### config.mk
export PLATFORM = sky130hd
export DESIGN_NAME = serial_add_scheduler
export DESIGN_NICKNAME = d
export VERILOG_FILES = /design/src/rtl/serial_add_scheduler.sv
export SDC_FILE = /design/constraint.sdc
export NUM_CORES = 1
export LEC_CHECK = 0
export BUFFER_PORTS_ARGS = -buffer_cell sky130_fd_sc_hd__buf_4
export CAP_MARGIN = 20
export CORE_ASPECT_RATIO = 0.6
export CORE_MARGIN = 3
export CORE_UTILIZATION = 32
export CTS_CLUSTER_DIAMETER = 200
export DETAILED_ROUTE_END_ITERATION = 7
export SYNTH_ARGS = -nofsm -noshare
export SYNTH_HDL_FRONTEND = slang
export SYNTH_SLANG_ARGS = --single-unit
export TNS_END_PERCENT = 30
### constraint.sdc
create_clock -name clk -period 2.35 [get_ports clk]
set_input_delay 0 -clock clk [delete_from_list [all_inputs] [get_ports clk]]
set_output_delay 0 -clock clk [all_outputs]
set_load 0.01 [all_outputs]
### src/rtl/serial_add_scheduler.sv
// ---------------------------------------------------------------------------
// serial_add_scheduler
//   Bit-serial adder shared by two requesters. While idle, a round-robin
//   arbiter picks a requester. Its operands are loaded into shift registers
//   and added LSB first, one bit per clock over WIDTH clocks. The result is
//   then presented for one cycle together with a done pulse to the requester
//   that was served.
//
// Ports
//   clk          : clock, rising edge
//   rst          : asynchronous active-low reset
//   req0/a0/b0   : requester 0 request (level) and operands
//   req1/a1/b1   : requester 1 request (level) and operands
//   busy         : add in progress (SHIFT or DONE)
//   gnt          : id of the requester being served (valid while busy)
//   done0/done1  : one-cycle completion pulse to the served requester
//   sum/cout     : result of the most recent completed add
// ---------------------------------------------------------------------------
module serial_add_scheduler #(
    parameter int WIDTH = 4
) (
    input  logic             clk,
    input  logic             rst,
    input  logic             req0,
    input  logic [WIDTH-1:0] a0,
    input  logic [WIDTH-1:0] b0,
    input  logic             req1,
    input  logic [WIDTH-1:0] a1,
    input  logic [WIDTH-1:0] b1,
    output logic             busy,
    output logic             gnt,
    output logic             done0,
    output logic             done1,
    output logic [WIDTH-1:0] sum,
    output logic             cout
);

    localparam int CW = (WIDTH > 2) ? $clog2(WIDTH) : 1;
    localparam logic [CW-1:0] CNT_LAST = CW'(WIDTH - 1);

    typedef enum logic [1:0] {
        S_IDLE  = 2'd0,
        S_SHIFT = 2'd1,
        S_DONE  = 2'd2
    } state_t;

    // Full-adder sum bit
    function automatic logic fa_sum(input logic x, input logic y, input logic c);
        return x ^ y ^ c;
    endfunction

    // Full-adder carry (majority of three)
    function automatic logic fa_carry(input logic x, input logic y, input logic c);
        return (x & y) | (x & c) | (y & c);
    endfunction

    state_t            state_q, state_d;
    logic [WIDTH-1:0]  a_q, a_d;
    logic [WIDTH-1:0]  b_q, b_d;
    logic [WIDTH-1:0]  acc_q, acc_d;
    logic [WIDTH-1:0]  sum_q, sum_d;
    logic              c_q, c_d;
    logic              cout_q, cout_d;
    logic [CW-1:0]     cnt_q, cnt_d;
    logic              gnt_q, gnt_d;
    logic              last_q, last_d;
    logic              pick_s;
    logic              bit_s;
    logic              carry_s;

    // On a tie the requester not served last wins; otherwise whoever asks
    assign pick_s  = (req0 & req1) ? ~last_q : req1;
    assign bit_s   = fa_sum(a_q[0], b_q[0], c_q);
    assign carry_s = fa_carry(a_q[0], b_q[0], c_q);

    // State and datapath registers
    always_ff @(posedge clk or negedge rst) begin
        if (!rst) begin
            state_q <= S_IDLE;
            a_q     <= {WIDTH{1'b0}};
            b_q     <= {WIDTH{1'b0}};
            acc_q   <= {WIDTH{1'b0}};
            sum_q   <= {WIDTH{1'b0}};
            c_q     <= 1'b0;
            cout_q  <= 1'b0;
            cnt_q   <= {CW{1'b0}};
            gnt_q   <= 1'b0;
            last_q  <= 1'b1;
        end else begin
            state_q <= state_d;
            a_q     <= a_d;
            b_q     <= b_d;
            acc_q   <= acc_d;
            sum_q   <= sum_d;
            c_q     <= c_d;
            cout_q  <= cout_d;
            cnt_q   <= cnt_d;
            gnt_q   <= gnt_d;
            last_q  <= last_d;
        end
    end

    // Next-state logic
    always_comb begin
        state_d = state_q;
        case (state_q)
            S_IDLE: begin
                if (req0 | req1) begin
                    state_d = S_SHIFT;
                end else begin
                    state_d = S_IDLE;
                end
            end
            S_SHIFT: begin
                if (cnt_q == CNT_LAST) begin
                    state_d = S_DONE;
                end else begin
                    state_d = S_SHIFT;
                end
            end
            S_DONE:  state_d = S_IDLE;
            default: state_d = S_IDLE;
        endcase
    end

    // Datapath next values: load on accept, shift one bit per SHIFT cycle
    always_comb begin
        a_d    = a_q;
        b_d    = b_q;
        acc_d  = acc_q;
        sum_d  = sum_q;
        c_d    = c_q;
        cout_d = cout_q;
        cnt_d  = cnt_q;
        gnt_d  = gnt_q;
        last_d = last_q;
        case (state_q)
            S_IDLE: begin
                if (req0 | req1) begin
                    a_d    = pick_s ? a1 : a0;
                    b_d    = pick_s ? b1 : b0;
                    c_d    = 1'b0;
                    cnt_d  = {CW{1'b0}};
                    gnt_d  = pick_s;
                    last_d = pick_s;
                end else begin
                    a_d = a_q;
                end
            end
            S_SHIFT: begin
                a_d   = {1'b0, a_q[WIDTH-1:1]};
                b_d   = {1'b0, b_q[WIDTH-1:1]};
                acc_d = {bit_s, acc_q[WIDTH-1:1]};
                c_d   = carry_s;
                cnt_d = cnt_q + CW'(1);
                // Publish only the completed result so partial sums never show
                if (cnt_q == CNT_LAST) begin
                    sum_d  = {bit_s, acc_q[WIDTH-1:1]};
                    cout_d = carry_s;
                end else begin
                    sum_d  = sum_q;
                end
            end
            S_DONE:  a_d = a_q;
            default: a_d = a_q;
        endcase
    end

    // Outputs decoded from registered state
    always_comb begin
        busy  = 1'b0;
        done0 = 1'b0;
        done1 = 1'b0;
        case (state_q)
            S_IDLE:  busy = 1'b0;
            S_SHIFT: busy = 1'b1;
            S_DONE: begin
                busy  = 1'b1;
                done0 = ~gnt_q;
                done1 = gnt_q;
            end
            default: busy = 1'b0;
        endcase
    end

    assign gnt  = gnt_q;
    assign sum  = sum_q;
    assign cout = cout_q;

endmodule
-- Word-level counts from Yosys, hierarchy flattened
Cells that the tools add are included.
- bits in registers: 24
- input port bits: 20
- output and inout bits: 9
- $add $sub $neg: 1
- equality and inequality tests: 4
- muxes and demuxes: 17
- bitwise operators: 11
- reductions and logical operators: 6
- operators with widths (kind ; number):
    two-way mux 4 bit ; 4
    case mux 4 bit (2 select lines) ; 2
    case mux 2 bit (2 select lines) ; 2
    two-way mux 1 bit ; 6
    AND reduction 2 bit ; 3
    bitwise AND 1 bit ; 4
    == test 2 bit, second input constant ; 2
    two-way mux 2 bit ; 2
    bitwise OR 1 bit ; 3
    adder 2 x 1 -> 2 bit, second input constant ; 1
    == test 2 x 1 -> 1 bit, second input constant ; 1
    zero test 2 bit ; 1
    inequality test 2 bit, second input constant ; 1
    NOT 1 bit ; 2
    case mux 1 bit (2 select lines) ; 1
    nonzero test 2 bit ; 1
    OR reduction 2 bit ; 1
    XOR 1 bit ; 2

-- Longest topological paths before layout
- word-level depth: 5
- gate-level depth with buffers: 7
- depth with buffers taken out: 5

-- Worst setup path after synthesis
No wires, ideal clock.
- path type: register -> register
- from: register state_q[0]
- to: register a_q[0]
- arrival: 1620 ps
- slack: 604 ps
- cell stages (with the launch flop): 8
- clock period less this slack: 1746 ps
- path through: dfrtp_1 -> inv_1 -> ha_1 -> buf_6 -> or3b_1 -> buf_6 -> and3_1 -> a221o_1
- word-level cells in the longest chain between the ends: 3
- ends and longest elaborated chain (item ; RTL line ; source):
    from (decl) ; 57 ; state_t state_q, state_d;
    from (signal assigned) ; 90 ; state_q <= state_d;
    == test 2 x 1 -> 1 bit / zero test 2 bit (equally long branches) ; 137 ; case (state_q)
    nonzero test 2 bit (no line) / inequality test 2 bit (equally long branches) ; -- ;
    AND reduction 2 bit (no line) ; -- ;
    to (signal assigned) ; 80 ; a_q <= {WIDTH{1'b0}};
    to (decl) ; 58 ; logic [WIDTH-1:0] a_q, a_d;
Several ways; a longest one is shown, not always the timed one.
A chain may end at the register's enable or synchronous reset.

-- Worst setup path in the final report
- from: register state_q[0]
- to: register a_q[2]
Same word-level chain as after synthesis.

==> results.md <==
* Root Buffer: clkbuf_8
* Fin. max-slew vios at 0
* Clock latency on the worst-skew pair at 270 ps
* Total negative slack at 0 ps
* Power Dens Cells at 1160 mW/mm2
* WHS Path Cells at 3
* CP Max Fanout at 10
* Die Span X at 84.4 um
* FP Rows at 16
* DRT antenna net count at 0
* Mapped Nets at 124
* Setup bufs post-CTS at 0
* Critical Path Source Type: flop
* Req. time, crit path at 2470 ps
* Total chip power at 1730 uW
* Worst vdd ir at 0.397 mV
* Critical path's slowest cell: or3b_1
* Endpoint, Worst Hold: a_q[3]$_DFFE_PN0P_
* Average cell area after synthesis at 12.1 um2
* Final period util at 78.8%
* WP buf/inv at 1
* Mapped Area at 0.00118 mm2
* Vias in the first global route at 828
* Yosys warnings at 0
* Area contributors post-synth: dfrtp_1, mux2_2, ha_1, mux2i_1, buf_6
* Filler cell count at 332
* GRT overflow at 0
* Residual DRC at 0
* Top cell type's share of synthesized area at 46.6%
* Number of antenna cells inserted at 0
* Worst flop-to-flop path endpoint: a_q[2]$_DFFE_PN0P_
* Initial Utilization at 34.7%
* CTS buffer count at 3
* Synth cell types at 32
* Die height at 53.1 um
* Relative slew slack at 62.4%
* Number of synthesized flops with an enable pin at 0
* Top cell type by total area after synthesis: dfrtp_1
* Worst setup EP type: flop
* Final hold violation count at 0
* Sequential element share of the synthesized area at 48.8%
* RSZ-0062 raised after global routing: false
* Synth top cells by count: dfrtp_1, mux2_2, nand2_1, o21ai_0
* Status: complete, no violations
* Worst EP arrival at 1970 ps
* Clock tree from TritonCTS: built
* Via Count at 848
* Area after DPL at 0.00142 mm2
* Hold_ws at 25.4 ps
* CP Class: reg2reg
* Drt first pass iters at 4
* Core Box Area at 0.00340 mm2
* Top-count cell post-synth: dfrtp_1
* Layout cells sized above 1 at 37.7%
* Reg2reg path depth at 5
* Final HPWL DP at 1780 um
* Setup-failing EPs final at 0
* Fin nets at 157
* Peak Freq at 540 MHz
* GRT Total Usage at 11.1%
* Antenna violations before repair at 0
* Largest net degree at the start of global routing at 24
* Clock-pin slew on the worst setup and hold paths at 90 ps
* Maxcap violations at 0
* FFs w/ async S/R, synth at 100%
* Final WL at 2390 um
* Num Clock Sinks at 23
* CP delay by family, top: simple AND/OR/NAND/NOR gates
* GPL Wtd Cong at 0.788
* Clock skew at 9.86 ps
* Maximum clock path buffer count at 2
* Synthesized instance count at 98
* Critical path cell sequence: inv_1 -> ha_1 -> or3b_1 -> o21ai_1 -> a222oi_1
* Number of I/O pins at 29
* DR vias/cell at 4.85
* Area growth, synth to finish at 25.7%
* HP Class: in2reg
* Area of the die at 0.00448 mm2
* Flops & latches, synth at 23
* First-pass GRT wire length at 3900 um
* Depth of the CTS H-tree at 1
* Iter 0 DRT Violations at 33
* Main synth FF type: dfrtp_1
* Minimum clock period at 1850 ps
* Min-delay src: a0[3]
* Reg-to-Reg Start: state_q[0]$_DFF_PN0_
* Leak at 0.000715 uW
* Worst-Margin Slew at 562 ps
* Reg2reg setup slack at 500 ps
* DR WL/cell at 13.7 um
* CP max stage delay at 510 ps
* IO buf count at 28
* Cell area after layout at 0.00149 mm2
[worst max path at each step]
| stage | cells after the start | slack (ps) | startpoint | endpoint |
|---|---|---|---|---|
| final | 5 | 500 | state_q[0]$_DFF_PN0_ | a_q[2]$_DFFE_PN0P_ |
| after global routing | 5 | 370 | state_q[1]$_DFF_PN0_ | a_q[2]$_DFFE_PN0P_ |
| after CTS | 5 | 510 | state_q[0]$_DFF_PN0_ | a_q[2]$_DFFE_PN0P_ |
| after detailed placement | 5 | 550 | state_q[0]$_DFF_PN0_ | a_q[2]$_DFFE_PN0P_ |
| after global placement | 5 | 610 | state_q[0]$_DFF_PN0_ | a_q[2]$_DFFE_PN0P_ |
| after floorplan | 7 | 600 | state_q[0]$_DFF_PN0_ | a_q[0]$_DFFE_PN0P_ |
[through the flow]
stage / setup slack, ps / util (%) / cells
floorplan: 604 / - / 98
global placement: 611 / 41.7 / 169
detailed placement: 546 / 41.7 / 169
CTS: 508 / 43.6 / 175
global route: 374 / 43.6 / 175
finish: 498 / 43.6 / 175
[power by group]
group	switching, uW	internal (uW)
clock network	125	118
logic	377	415
registers	109	584
[layout make-up]
| cell class | count | area, um2 | share of cell area [%] |
|---|---|---|---|
| clock buffers | 3 | 41.3 | 2.78 |
| multi-input cells | 66 | 538 | 36.2 |
| inverters | 4 | 15.0 | 1.01 |
| clock inverters | 1 | 5.00 | 0.337 |
| repair buffers | 33 | 253 | 17.0 |
| well taps | 45 | 56.3 | 3.79 |
| flip-flops and latches | 23 | 577 | 38.8 |
[layout by cell type (no fill, tap or decap), types with 3 or more instances in the layout]
| master | count |
|---|---|
| a21oi_1 | 3 |
| a221o_1 | 3 |
| buf_4 | 31 |
| clkbuf_8 | 3 |
| dfrtp_1 | 22 |
| ha_1 | 5 |
| inv_1 | 4 |
| mux2_2 | 11 |
| mux2i_1 | 5 |
| nand2_1 | 6 |
| nand3_1 | 4 |
| o21ai_0 | 6 |
[timing repair]
action,in CTS,in global routing
hold buffers,2,0
setup endpoints to repair,0,0
hold endpoints to repair,24,0
gates resized for setup,0,0
[tightest hold or removal path, cell delays in order]
cell	delay, ps
buf_4	70
mux2i_1	60
o2bb2ai_1	120
[sequential cells by signal (all words and copies together) (netlist names), 2 cells and up]
name,cells
cnt_q,2
sum,4
b_q,4
acc_q,3
a_q,4
state_q,2
[per-layer routing]
metal / track usage, % / part of all wire (%)
met5: 0 / 0
met4: 1.58 / 0.79
met3: 3.58 / 4.9
met2: 17.5 / 44
met1: 15.3 / 50
[cell families after synthesis]
kind of cell	share of synthesized area (%)
mux	14.7
fa+ha+maj	6.99
buf+inv	5.61
flops	48.8
compound gates	13.0
simple gates	10.8
No activity file was read; power rests on OpenSTA's default activity.
